==> src/rtl/stereo_cam_pkg.sv <==
// Shared definitions for the stereo camera frame store.
// Holds the default frame geometry, the sink state encoding and the
// packed {left, right} pixel word written to pixel memory.
package stereo_cam_pkg;

    localparam int unsigned DEF_WIDTH      = 320;  // pixels per row per eye
    localparam int unsigned DEF_HEIGHT     = 480;  // rows per frame
    localparam int unsigned DEF_ADDR_W     = 18;   // memory word address width
    localparam int unsigned DEF_FIFO_DEPTH = 16;   // write FIFO entries
    localparam int unsigned COORD_W        = 10;   // x / y coordinate width
    localparam int unsigned LUMA_W         = 8;    // per-eye luma width

    typedef enum logic [1:0] {
        IDLE    = 2'd0,
        CAPTURE = 2'd1,
        FLUSH   = 2'd2
    } sink_state_e;

    typedef struct packed {
        logic [LUMA_W-1:0] left;
        logic [LUMA_W-1:0] right;
    } pix_word_t;

    localparam int unsigned PIX_W = $bits(pix_word_t);

endpackage

==> src/rtl/stereo_frame_sink_if.sv <==
// Pixel-memory write port: req/ack handshake carrying one packed
// {left, right} word per transfer.
//   mem_req  : write request, held with addr/data until acked
//   mem_addr : word address
//   mem_data : {left, right}
//   mem_ack  : memory accepted the current word
// master = frame sink, slave = pixel memory.
interface stereo_frame_sink_if
    import stereo_cam_pkg::*;
#(
    parameter int unsigned ADDR_W = DEF_ADDR_W
);
    logic              mem_req;
    logic [ADDR_W-1:0] mem_addr;
    logic [PIX_W-1:0]  mem_data;
    logic              mem_ack;

    modport master (
        output mem_req,
        output mem_addr,
        output mem_data,
        input  mem_ack
    );

    modport slave (
        input  mem_req,
        input  mem_addr,
        input  mem_data,
        output mem_ack
    );
endinterface

==> src/rtl/stereo_frame_sink_sync_fifo.sv <==
// Single-clock FIFO with registered head word and registered flags.
//   clk, rst_n : clock, async active-low reset
//   push, din  : write strobe and data (ignored when full unless popping)
//   pop        : read strobe (ignored when empty); dout advances next cycle
//   dout       : current head word (registered)
//   full/empty : registered occupancy flags
// A push and pop in the same cycle on a full FIFO both succeed.
module sync_fifo #(
    parameter int unsigned DATA_W = 34,
    parameter int unsigned DEPTH  = 16
) (
    input  logic              clk,
    input  logic              rst_n,
    input  logic              push,
    input  logic [DATA_W-1:0] din,
    input  logic              pop,
    output logic [DATA_W-1:0] dout,
    output logic              full,
    output logic              empty
);
    localparam int unsigned PTR_W = $clog2(DEPTH);
    localparam int unsigned CNT_W = PTR_W + 1;

    logic [DATA_W-1:0] mem_q [DEPTH];
    logic [DATA_W-1:0] mem_d [DEPTH];
    logic [PTR_W-1:0]  wr_ptr_q, wr_ptr_d;
    logic [PTR_W-1:0]  rd_ptr_q, rd_ptr_d;
    logic [CNT_W-1:0]  count_q, count_d;
    logic [DATA_W-1:0] dout_q, dout_d;
    logic              full_q, full_d;
    logic              empty_q, empty_d;
    logic              pop_ok_c, push_ok_c;

    assign pop_ok_c  = pop && !empty_q;
    assign push_ok_c = push && (!full_q || pop_ok_c);

    // Next pointers, occupancy and the head word as it will look next cycle.
    always_comb begin
        mem_d    = mem_q;
        wr_ptr_d = wr_ptr_q;
        rd_ptr_d = rd_ptr_q;
        if (push_ok_c) begin
            mem_d[wr_ptr_q] = din;
            wr_ptr_d        = wr_ptr_q + PTR_W'(1);
        end
        if (pop_ok_c) begin
            rd_ptr_d = rd_ptr_q + PTR_W'(1);
        end
        count_d = count_q + CNT_W'(push_ok_c) - CNT_W'(pop_ok_c);
        full_d  = (count_d == CNT_W'(DEPTH));
        empty_d = (count_d == '0);
        dout_d  = mem_d[rd_ptr_d];
    end

    // Storage needs no reset: it is only read while occupied.
    always_ff @(posedge clk) begin
        mem_q <= mem_d;
    end

    always_ff @(posedge clk or negedge rst_n) begin
        if (!rst_n) begin
            wr_ptr_q <= '0;
            rd_ptr_q <= '0;
            count_q  <= '0;
            dout_q   <= '0;
            full_q   <= 1'b0;
            empty_q  <= 1'b1;
        end else begin
            wr_ptr_q <= wr_ptr_d;
            rd_ptr_q <= rd_ptr_d;
            count_q  <= count_d;
            dout_q   <= dout_d;
            full_q   <= full_d;
            empty_q  <= empty_d;
        end
    end

    assign dout  = dout_q;
    assign full  = full_q;
    assign empty = empty_q;

endmodule

==> src/rtl/stereo_frame_sink.sv <==
// Write side of the stereo frame store. Checks that the dual-camera pixel
// stream arrives in raster order, packs each left/right pair into a word
// and writes it to pixel memory at y*WIDTH + x over a req/ack handshake.
//   cam_clk, reset_n        : clock, async active-low reset
//   in_x/in_y               : pixel coordinates
//   in_left/in_right        : per-eye luma
//   in_is_val               : stream qualifier
//   mem                     : memory write port (master side)
//   frame_done              : one-cycle pulse after a frame's last ack
//   frame_count             : completed frames (wraps)
//   err_seq / overflow      : sticky out-of-order / dropped-pixel flags
//   busy                    : capturing or flushing a frame
//   drop_count              : only with STEREO_SINK_STATS_EN; saturating
//                             count of FIFO-full drops and rejected pixels
module stereo_frame_sink
    import stereo_cam_pkg::*;
#(
    parameter int unsigned WIDTH      = DEF_WIDTH,
    parameter int unsigned HEIGHT     = DEF_HEIGHT,
    parameter int unsigned ADDR_W     = DEF_ADDR_W,
    parameter int unsigned FIFO_DEPTH = DEF_FIFO_DEPTH
) (
    input  logic               cam_clk,
    input  logic               reset_n,
    input  logic [COORD_W-1:0] in_x,
    input  logic [COORD_W-1:0] in_y,
    input  logic [LUMA_W-1:0]  in_left,
    input  logic [LUMA_W-1:0]  in_right,
    input  logic               in_is_val,
    stereo_frame_sink_if.master mem,
    output logic               frame_done,
    output logic [7:0]         frame_count,
    output logic               err_seq,
    output logic               overflow,
    output logic               busy
`ifdef STEREO_SINK_STATS_EN
    ,
    output logic [15:0]        drop_count
`endif
);
    localparam int unsigned ENTRY_W = PIX_W + ADDR_W;

    sink_state_e        state_q, state_d;
    logic [COORD_W-1:0] ex_q, ex_d;
    logic [COORD_W-1:0] ey_q, ey_d;
    logic [ADDR_W-1:0]  wr_addr_q, wr_addr_d;
    logic               mem_req_q, mem_req_d;
    logic [ADDR_W-1:0]  mem_addr_q, mem_addr_d;
    pix_word_t          mem_data_q, mem_data_d;
    logic               frame_done_q, frame_done_d;
    logic [7:0]         frame_count_q, frame_count_d;
    logic               err_seq_q, err_seq_d;
    logic               overflow_q, overflow_d;
    logic               busy_q, busy_d;
`ifdef STEREO_SINK_STATS_EN
    logic [15:0]        drop_count_q, drop_count_d;
    logic               drop_c;
`endif

    logic               match_c, row_end_c, last_c, accept_c;
    logic               push_c, pop_c;
    logic               fifo_full, fifo_empty;
    logic [ENTRY_W-1:0] fifo_din_c, fifo_dout;
    pix_word_t          pix_c;

    assign pix_c      = '{left: in_left, right: in_right};
    assign fifo_din_c = {pix_c, wr_addr_q};

    // Counters sit at (0,0)/addr 0 outside CAPTURE, so the same compare
    // detects both the frame start in IDLE and the next pixel in CAPTURE.
    assign match_c   = in_is_val && (in_x == ex_q) && (in_y == ey_q);
    assign row_end_c = (ex_q == COORD_W'(WIDTH - 1));
    assign last_c    = row_end_c && (ey_q == COORD_W'(HEIGHT - 1));

    // Refill the output stage whenever it is empty or being acked this cycle.
    assign pop_c = !fifo_empty && (!mem_req_q || mem.mem_ack);

    sync_fifo #(
        .DATA_W (ENTRY_W),
        .DEPTH  (FIFO_DEPTH)
    ) u_fifo (
        .clk   (cam_clk),
        .rst_n (reset_n),
        .push  (push_c),
        .din   (fifo_din_c),
        .pop   (pop_c),
        .dout  (fifo_dout),
        .full  (fifo_full),
        .empty (fifo_empty)
    );

    // Frame FSM, position counters and memory output stage.
    always_comb begin
        state_d       = state_q;
        ex_d          = ex_q;
        ey_d          = ey_q;
        wr_addr_d     = wr_addr_q;
        mem_req_d     = mem_req_q;
        mem_addr_d    = mem_addr_q;
        mem_data_d    = mem_data_q;
        frame_done_d  = 1'b0;
        frame_count_d = frame_count_q;
        err_seq_d     = err_seq_q;
        overflow_d    = overflow_q;
        accept_c      = 1'b0;
        push_c        = 1'b0;
`ifdef STEREO_SINK_STATS_EN
        drop_c        = 1'b0;
`endif

        unique case (state_q)
            IDLE: begin
                if (match_c) begin
                    accept_c = 1'b1;
                    state_d  = last_c ? FLUSH : CAPTURE;
                end
            end
            CAPTURE: begin
                if (in_is_val) begin
                    if (match_c) begin
                        accept_c = 1'b1;
                        if (last_c) begin
                            state_d = FLUSH;
                        end
                    end else begin
                        // Out of order: abandon the frame, let queued words drain.
                        err_seq_d = 1'b1;
                        state_d   = IDLE;
`ifdef STEREO_SINK_STATS_EN
                        drop_c    = 1'b1;
`endif
                    end
                end
            end
            FLUSH: begin
                if (fifo_empty && !mem_req_q) begin
                    frame_done_d  = 1'b1;
                    frame_count_d = frame_count_q + 8'd1;
                    state_d       = IDLE;
                end
            end
            default: state_d = IDLE;
        endcase

        // A dropped pixel still advances the counters to keep addresses aligned.
        if (accept_c) begin
            if (fifo_full && !pop_c) begin
                overflow_d = 1'b1;
`ifdef STEREO_SINK_STATS_EN
                drop_c     = 1'b1;
`endif
            end else begin
                push_c = 1'b1;
            end
            ex_d      = row_end_c ? '0 : ex_q + COORD_W'(1);
            ey_d      = row_end_c ? ey_q + COORD_W'(1) : ey_q;
            wr_addr_d = wr_addr_q + ADDR_W'(1);
        end

        if (state_d != CAPTURE) begin
            ex_d      = '0;
            ey_d      = '0;
            wr_addr_d = '0;
        end

        if (pop_c) begin
            mem_req_d  = 1'b1;
            mem_addr_d = fifo_dout[ADDR_W-1:0];
            mem_data_d = fifo_dout[ENTRY_W-1:ADDR_W];
        end else if (mem.mem_ack) begin
            mem_req_d  = 1'b0;
        end

        busy_d = (state_d != IDLE);
    end

`ifdef STEREO_SINK_STATS_EN
    // Saturating drop statistics.
    always_comb begin
        drop_count_d = drop_count_q;
        if (drop_c && (drop_count_q != 16'hFFFF)) begin
            drop_count_d = drop_count_q + 16'd1;
        end
    end

    always_ff @(posedge cam_clk or negedge reset_n) begin
        if (!reset_n) begin
            drop_count_q <= '0;
        end else begin
            drop_count_q <= drop_count_d;
        end
    end

    assign drop_count = drop_count_q;
`endif

    always_ff @(posedge cam_clk or negedge reset_n) begin
        if (!reset_n) begin
            state_q       <= IDLE;
            ex_q          <= '0;
            ey_q          <= '0;
            wr_addr_q     <= '0;
            mem_req_q     <= 1'b0;
            mem_addr_q    <= '0;
            mem_data_q    <= '0;
            frame_done_q  <= 1'b0;
            frame_count_q <= '0;
            err_seq_q     <= 1'b0;
            overflow_q    <= 1'b0;
            busy_q        <= 1'b0;
        end else begin
            state_q       <= state_d;
            ex_q          <= ex_d;
            ey_q          <= ey_d;
            wr_addr_q     <= wr_addr_d;
            mem_req_q     <= mem_req_d;
            mem_addr_q    <= mem_addr_d;
            mem_data_q    <= mem_data_d;
            frame_done_q  <= frame_done_d;
            frame_count_q <= frame_count_d;
            err_seq_q     <= err_seq_d;
            overflow_q    <= overflow_d;
            busy_q        <= busy_d;
        end
    end

    assign mem.mem_req  = mem_req_q;
    assign mem.mem_addr = mem_addr_q;
    assign mem.mem_data = mem_data_q;
    assign frame_done   = frame_done_q;
    assign frame_count  = frame_count_q;
    assign err_seq      = err_seq_q;
    assign overflow     = overflow_q;
    assign busy         = busy_q;

endmodule

==> src/flat_wrapper.sv <==
// flat-port wrapper written by rule: the top's interface ports become plain ports
module stereo_frame_sink_flat import stereo_cam_pkg::*;
#(
    parameter int unsigned WIDTH      = DEF_WIDTH,
    parameter int unsigned HEIGHT     = DEF_HEIGHT,
    parameter int unsigned ADDR_W     = DEF_ADDR_W,
    parameter int unsigned FIFO_DEPTH = DEF_FIFO_DEPTH
)
  (cam_clk, reset_n, in_x, in_y, in_left, in_right, in_is_val, frame_done, frame_count, err_seq, overflow, busy, mem_mem_req, mem_mem_addr, mem_mem_data, mem_mem_ack);
  stereo_frame_sink_if #(.ADDR_W(ADDR_W)) mem_i ();
  input  logic cam_clk;
  input  logic reset_n;
  input  logic [COORD_W-1:0] in_x;
  input  logic [COORD_W-1:0] in_y;
  input  logic [LUMA_W-1:0] in_left;
  input  logic [LUMA_W-1:0] in_right;
  input  logic in_is_val;
  output logic frame_done;
  output logic [7:0] frame_count;
  output logic err_seq;
  output logic overflow;
  output logic busy;
  output wire logic [$bits(mem_i.mem_req)-1:0] mem_mem_req;
  output wire logic [$bits(mem_i.mem_addr)-1:0] mem_mem_addr;
  output wire logic [$bits(mem_i.mem_data)-1:0] mem_mem_data;
  input wire logic [$bits(mem_i.mem_ack)-1:0] mem_mem_ack;
  assign mem_mem_req = mem_i.mem_req;
  assign mem_mem_addr = mem_i.mem_addr;
  assign mem_mem_data = mem_i.mem_data;
  assign mem_i.mem_ack = mem_mem_ack;
  stereo_frame_sink #(.WIDTH(WIDTH), .HEIGHT(HEIGHT), .ADDR_W(ADDR_W), .FIFO_DEPTH(FIFO_DEPTH)) u_core (.cam_clk(cam_clk), .reset_n(reset_n), .in_x(in_x), .in_y(in_y), .in_left(in_left), .in_right(in_right), .in_is_val(in_is_val), .mem(mem_i), .frame_done(frame_done), .frame_count(frame_count), .err_seq(err_seq), .overflow(overflow), .busy(busy));
endmodule
==> config.mk <==
export PLATFORM = sky130hd
export DESIGN_NAME = stereo_frame_sink_flat
export DESIGN_NICKNAME = d
export VERILOG_FILES = /design/src/rtl/stereo_cam_pkg.sv /design/src/rtl/stereo_frame_sink_if.sv /design/src/rtl/stereo_frame_sink_sync_fifo.sv /design/src/rtl/stereo_frame_sink.sv /design/src/flat_wrapper.sv
export SDC_FILE = /design/constraint.sdc
export NUM_CORES = 1
export LEC_CHECK = 0
export CELL_PAD_IN_SITES_DETAIL_PLACEMENT = 2
export CELL_PAD_IN_SITES_GLOBAL_PLACEMENT = 2
export CORE_MARGIN = 5
export CORE_UTILIZATION = 39
export CTS_BUF_LIST = sky130_fd_sc_hd__clkbuf_4 sky130_fd_sc_hd__clkbuf_8
export DETAILED_ROUTE_END_ITERATION = 8
export HOLD_SLACK_MARGIN = 0.02
export PLACE_DENSITY = 0.78
export SETUP_SLACK_MARGIN = 0.5
export SLEW_MARGIN = 5
export SYNTH_ARGS = -nofsm -noshare
export SYNTH_HDL_FRONTEND = slang
export SYNTH_SLANG_ARGS = --single-unit
==> constraint.sdc <==
create_clock -name cam_clk -period 2.9 [get_ports cam_clk]
set_input_delay 0.58 -clock cam_clk [delete_from_list [all_inputs] [get_ports cam_clk]]
set_output_delay 0.58 -clock cam_clk [all_outputs]
set_load 0.05 [all_outputs]
==> results.toml, run 1 <==
[sta]
setup_violations = 358
drv_slew = 0
hold_viol = 0
period_minus_slack_ns = 4.19
clock_skew_ns = 0.0961
setup_slack_ns = -1.29
whs_ns = 0.394
rsz0062_at_grt = "yes"
worstMarginPinSlew_ns = 1.30
max_freq_ghz = 0.239
slew_headroom_pct = 13.5
period_share_pct = 145

[logic_synthesis]
ys_types = 61
synth_async_sr_flop_share_pct = 20.0
netlist_instances = 2570
synthFlopType = "dfxtp_1"
synth_edf_count = 0
synth_nets = 2625
synth_seq_area_share_pct = 51.0
synth_area_mm2 = 0.0280
ys_ff_latch = 680
synth.avg_cell_area_um2 = 10.9
ys_warn_count = 0

[setup_path]
r2r_slack_ns = -1.29
crit_type = "reg -> reg"
startpoint = "u_core.mem.mem_req"
critPathRequiredTime_ns = 3.57
critPathLaunchType = "flip-flop"
r2r-start = "u_core.mem.mem_req"
cp_max_fo = 11
crit_arrival_ns = 4.86
r2r_end = "u_core.u_fifo.dout[19]"
cp-end-kind = "flip-flop"
crit_end = "u_core.u_fifo.dout[19]"
reg2reg_depth = 11

[grt]
grt_pass1_wl_um = 241000
gr-usage-all-layers_pct = 42.5
grt_pass1_vias = 30600
grt-ovfl-total = 0
grt_start_max_net_pins = 53
antenna_found_initial = 16

[power_and_ir_drop]
ir_drop_mv = 0.864
fin_total_pwr_mw = 47.0
powerDensity_mw_per_mm2 = 1090
leakagePower_nw = 18.8

[floorplan]
start_util_pct = 39.3
num_rows = 98
die-area_mm2 = 0.0773
ios = 87
core_mm2 = 0.0714
die_x_um = 278
fp.dieH_um = 278

[cells_and_area]
fillers = 6447
syn2layout_area_growth_pct = 53.1
layout-drive-gt1-share_pct = 51.9
final_common_cell = "dfxtp_1"
fin_nets = 3204
final_cells = 4219
stdcell_area_mm2 = 0.0429
final_cell_mix = "544 x dfxtp_1, 298 x mux2_4, 297 x buf_4"

[placement]
io_buffers = 86
gp_congestion = 0.821
dpl.cell_count = 3734
placed_cell_area_mm2 = 0.0339
hpwl_um = 74500

[cts]
cts_root_buf = "clkbuf_8"
clock-sinks = 680
cts_tree = "done"
cts_inserted_buffers = 116
htree_levels = 3
cts_buffer_depth = 3
clkLatencyLatePin_ns = 0.83
cts.reportedPaths.clkPinSlew_ns = 0.09

[route]
vias = 31500
routedWlPerCell_um = 52.9
drc_errors = 0
ant_nets = 0
drtIter0Drc = 4458
via_per_inst = 7.47
drt_wl_total_um = 223000
drt-pass1-iter-count = 5

[hold_path]
holdCritPathClass = "in -> async"

[status]
outcome = "finished, violations left"
failed_checks = "setup timing"

[job]
maxCapViolCount = 0
==> Yosys cell counts, drive strengths merged (28+ instances only) <==
cell type | instances | area (um2)
nor2 | 78 | 293
dfxtp | 544 | 10900
clkbuf | 157 | 589
o22ai | 50 | 313
o32ai | 34 | 298
nor4 | 40 | 447
dfrtp | 135 | 3380
o21bai | 67 | 503
mux2i | 35 | 350
o221ai | 34 | 298
o22a | 52 | 455
a211o | 34 | 298
nand2 | 334 | 1250
xnor2 | 40 | 358
nand3 | 70 | 355
nor3 | 53 | 330
nand4 | 28 | 175
mux2 | 477 | 5380
buf | 57 | 317
and3 | 77 | 482
==> logic make-up (layout without fill, tap and decap cells) <==
| logic type | after synthesis | count (layout) | synth area share (%) |
|---|---|---|---|
| adder cells (fa/ha/maj) | 15 | 15 | 0.696 |
| XOR/XNOR | 60 | 60 | 1.90 |
| other | 0 | 19 | 0 |
| AO/OA/AOI/OAI | 346 | 346 | 9.44 |
| AND/OR/NAND/NOR | 723 | 723 | 13.0 |
| flip-flops | 680 | 680 | 51.0 |
| buffers and inverters | 234 | 914 | 3.50 |
| multiplexers | 512 | 512 | 20.4 |
==> worst max-delay path, cell delays in order (launching register included) <==
cell,delay (ns)
dfrtp_2,0.44
nor2b_4,0.17
o21ai_2,0.24
buf_4,0.29
nand3_1,0.45
or4_4,0.89
buf_12,0.24
buf_12,0.16
mux2_2,0.28
o22ai_1,0.13
o31a_1,0.28
nor4_2,0.45
==> per-stage QoR <==
| step | setup slack [ns] | setup TNS (ns) | util (%) |
|---|---|---|---|
| 2_1_floorplan | -0.176 | -5.55 | - |
| 3_3_place_gp | -1.18 | -256.59 | 47.6 |
| 3_5_place_dp | -1.34 | -311.81 | 47.6 |
| 4_1_cts | -0.449 | -12.66 | 55.6 |
| 5_1_grt | -1.15 | -87.04 | 60.1 |
| 6_report | -1.29 | -101.48 | 60.2 |
==> worst min path at each step <==
| stage | startpoint | to | slack, ns | depth (start not counted) |
|---|---|---|---|---|
| 4_1_cts | reset_n | u_core.mem.mem_addr[4] | 0.39 | 2 |
| 3_5_place_dp | u_core.u_fifo.mem_q[395] | u_core.u_fifo.mem_q[395] | 0.43 | 2 |
| 3_3_place_gp | u_core.u_fifo.mem_q[305] | u_core.u_fifo.mem_q[305] | 0.41 | 2 |
| 5_1_grt | reset_n | u_core.mem.mem_addr[4] | 0.46 | 2 |
| 2_1_floorplan | reset_n | u_core.busy | 0.28 | 0 |
| 6_report | reset_n | u_core.mem.mem_addr[4] | 0.39 | 2 |
==> area by class of cell <==
type	instances	area, um2	share of cell area, %
Multi-Input combinational cell	1656	16600	38.7
Sequential cell	680	14300	33.3
Timing Repair Buffer	675	7980	18.6
Clock buffer	196	2460	5.73
Tap cell	950	1190	2.77
Clock inverter	23	251	0.586
Inverter	20	80.1	0.187
Antenna cell	19	47.5	0.111
==> flip-flops by register name, summed over array words and instances, names as in the netlist, 2 cells and up <==
signal	flops
u_core.ey_q	10
u_core.mem.mem_addr	18
u_core.u_fifo.mem_q	544
u_core.frame_count	8
u_core.u_fifo.rd_ptr_q	4
u_core.u_fifo.dout	34
u_core.wr_addr_q	18
u_core.u_fifo.count_q	5
u_core.state_q	2
u_core.u_fifo.wr_ptr_q	4
u_core.mem.mem_data	16
u_core.ex_q	10
==> power by group <==
part           switching, mW  internal (mW)
registers              0.644           10.0
logic                   15.8           8.98
clock network           5.81           5.73
==> repair_timing <==
action	CTS	global route
resized for setup	359	375
setup endpoints to repair	652	677
cloned	19	9
hold buffers	1	0
endpoints found under the hold margin	46	0
pin swaps	89	119
setup buffers	84	134
==> metal layers <==
layer / GRT usage [%] / up-vias / routed length [um]
li1: - / 10400 / -
met2: 71.3 / 3685 / 94300
met5: 0 / - / 114
met4: 34.4 / 10 / 29000
met3: 10.2 / 1848 / 26600
met1: 45.8 / 15500 / 73400
Note: power is estimated with default switching activity, not from simulation.
==> run 2, diff against run 1 <==
CORE_UTILIZATION = 43   (was 39)
PLACE_DENSITY = 0.82   (was 0.78)
clock period = 4.4 ns   (was 2.9 ns; I/O delays follow)
==> run 2 against run 1 <==
The flow now finishes without violations. First-iteration DRC count is 70% lower. Routed wire length is 50% lower. Via count is 30% lower. Worst setup slack better by 1.9 ns. Die area is 9.0% lower. Clock skew is 0.056 ns lower. Critical path depth is 1 lower. Clock power is 46% lower. Non-clock buffer count is 498 lower. Power is 50% lower. Largest cell class is now flip-flops and latches.
==> results.toml, run 2 (synthesis results as in run 1) <==
[route]
drtIter0Drc = 1322
vias = 22100
routedWlPerCell_um = 30.9
drc_errors = 0
ant_nets = 0
drt-pass1-iter-count = 5
drt_wl_total_um = 112000
via_per_inst = 6.12

[placement]
hpwl_um = 61300
gp_congestion = 0.787
dp_slack_ns = -0.181
io_buffers = 86

[setup_path]
critPathRequiredTime_ns = 5.02
critPathMaxStageDelay_ns = 0.68
cp_max_fo = 16
crit_type = "in -> reg"
crit_arrival_ns = 4.45
crit_chain = "clkdlybuf4s50_1 -> xnor2_1 -> nand2_1 -> or4_4 -> or4_2 -> buf_4 -> mux2_2 -> o22ai_1 -> o31a_1 -> nor4_2"
critPathLaunchType = "input pin"
cp-end-kind = "flip-flop"
crit_slowest_cell = "or4_2"

[power_and_ir_drop]
powerDensity_mw_per_mm2 = 716
leakagePower_nw = 14.4
ir_drop_mv = 0.475

[cells_and_area]
syn2layout_area_growth_pct = 16.6
layout-drive-gt1-share_pct = 31.1
final_cell_mix = "544 x dfxtp_1, 472 x mux2_2, 333 x nand2_1"
fin_nets = 2706
fillers = 6321
largest_reg_flops = 544
largest-register = "u_core.u_fifo.mem_q"
final_common_cell = "dfxtp_1"

[grt]
grt_pass1_wl_um = 167000
grt-ovfl-total = 0
gr-usage-all-layers_pct = 30.8
grt_start_max_net_pins = 57
antenna_found_initial = 4
grt_pass1_vias = 25900

[sta]
period_share_pct = 87.1
setup_violations = 0
setup_slack_ns = 0.569
tns_ns = 0
drv_slew = 0
max_freq_ghz = 0.261
hold_viol = 0
rsz0062_at_grt = "no"
period_minus_slack_ns = 3.83
worstMarginPinSlew_ns = 0.904
clock_skew_ns = 0.0399
slew_headroom_pct = 39.2

[cts]
cts_setup_buffers = 0
cts.reportedPaths.clkPinSlew_ns = 0.06
cts_root_buf = "clkbuf_8"
cts_buffer_depth = 3
clkLatencyLatePin_ns = 0.75
htree_levels = 3
clock-sinks = 680
cts_tree = "done"
cts_inserted_buffers = 116

[floorplan]
core_mm2 = 0.0645
ios = 87
die_x_um = 265
fp.dieH_um = 265
start_util_pct = 43.5
num_rows = 93
die-area_mm2 = 0.0704

[status]
outcome = "finished clean"

[hold_path]
holdCritPathClass = "in -> async"

[job]
maxCapViolCount = 0
[run 2: through the flow]
stage | utilization, % | area [um2] | hold slack (ns) | instances | total power [mW]
final | 50.7 | 32700 | 0.142 | 3611 | 23.4
after global routing | 50.7 | 32700 | 0.175 | 3609 | 24.2
after CTS | 50.7 | 32700 | 0.136 | 3605 | 23.4
after detailed placement | 46.8 | 30100 | 0.426 | 3388 | 16.8
after global placement | 46.8 | 30100 | 0.411 | 3388 | 16.3
after floorplan | - | 28000 | 0.404 | 2570 | 13.2
[run 2: final timing paths]
check	startpoint	end	slack, ns	depth (start not counted)
setup / recovery	in_y[8]	u_core.u_fifo.dout[21]	0.57	10
hold / removal	reset_n	u_core.mem.mem_addr[7]	0.14	1
setup reg to reg	u_core.ex_q[8]	u_core.u_fifo.dout[0]	0.71	10
hold reg to reg	u_core.u_fifo.mem_q[278]	u_core.u_fifo.mem_q[278]	0.44	2
max in group asynchronous	reset_n	u_core.u_fifo.empty	3.23	2
min in group cam_clk	u_core.u_fifo.mem_q[278]	u_core.u_fifo.mem_q[278]	0.44	2
[run 2: metal layers]
layer | vias up | part of all wire, % | wire, um | track usage, %
li1 | 9423 | - | - | -
met1 | 11600 | 40 | 44500 | 35.4
met2 | 775 | 50 | 56000 | 54.7
met3 | 346 | 4.7 | 5210 | 5.39
met4 | 0 | 5.3 | 5890 | 15.9
met5 | - | 0 | 0 | 0
[run 2: layout make-up]
| class | instances | area (um2) | area share (%) |
|---|---|---|---|
| Antenna cell | 6 | 15.0 | 0.0459 |
| Clock buffer | 194 | 2370 | 7.25 |
| Clock inverter | 23 | 153 | 0.467 |
| Inverter | 20 | 77.6 | 0.237 |
| Multi-Input combinational cell | 1656 | 12900 | 39.4 |
| Sequential cell | 680 | 14300 | 43.7 |
| Tap cell | 855 | 1070 | 3.27 |
| Timing Repair Buffer | 177 | 1820 | 5.57 |
[run 2: worst max-delay path: cells and delay by family]
kind	cells	cell delay (ns)
simple gates	4	1.68
buf+inv	2	0.77
compound gates	2	0.44
mux	1	0.31
xor+xnor	1	0.34
[run 2: power by group]
group	switching [mW]	internal (mW)	leakage (nW)
clock	2.81	3.40	1.36
sequential	0.235	6.62	6.14
combinational	6.39	3.96	6.87
[run 2: what timing repair did]
| action | 4_1_cts | 5_1_grt |
|---|---|---|
| resized for setup | 1 | 1 |
| setup endpoints to repair | 1 | 1 |
| endpoints found under the hold margin | 0 | 0 |
| hold buffers | 0 | 0 |
| gates cloned | 0 | 0 |
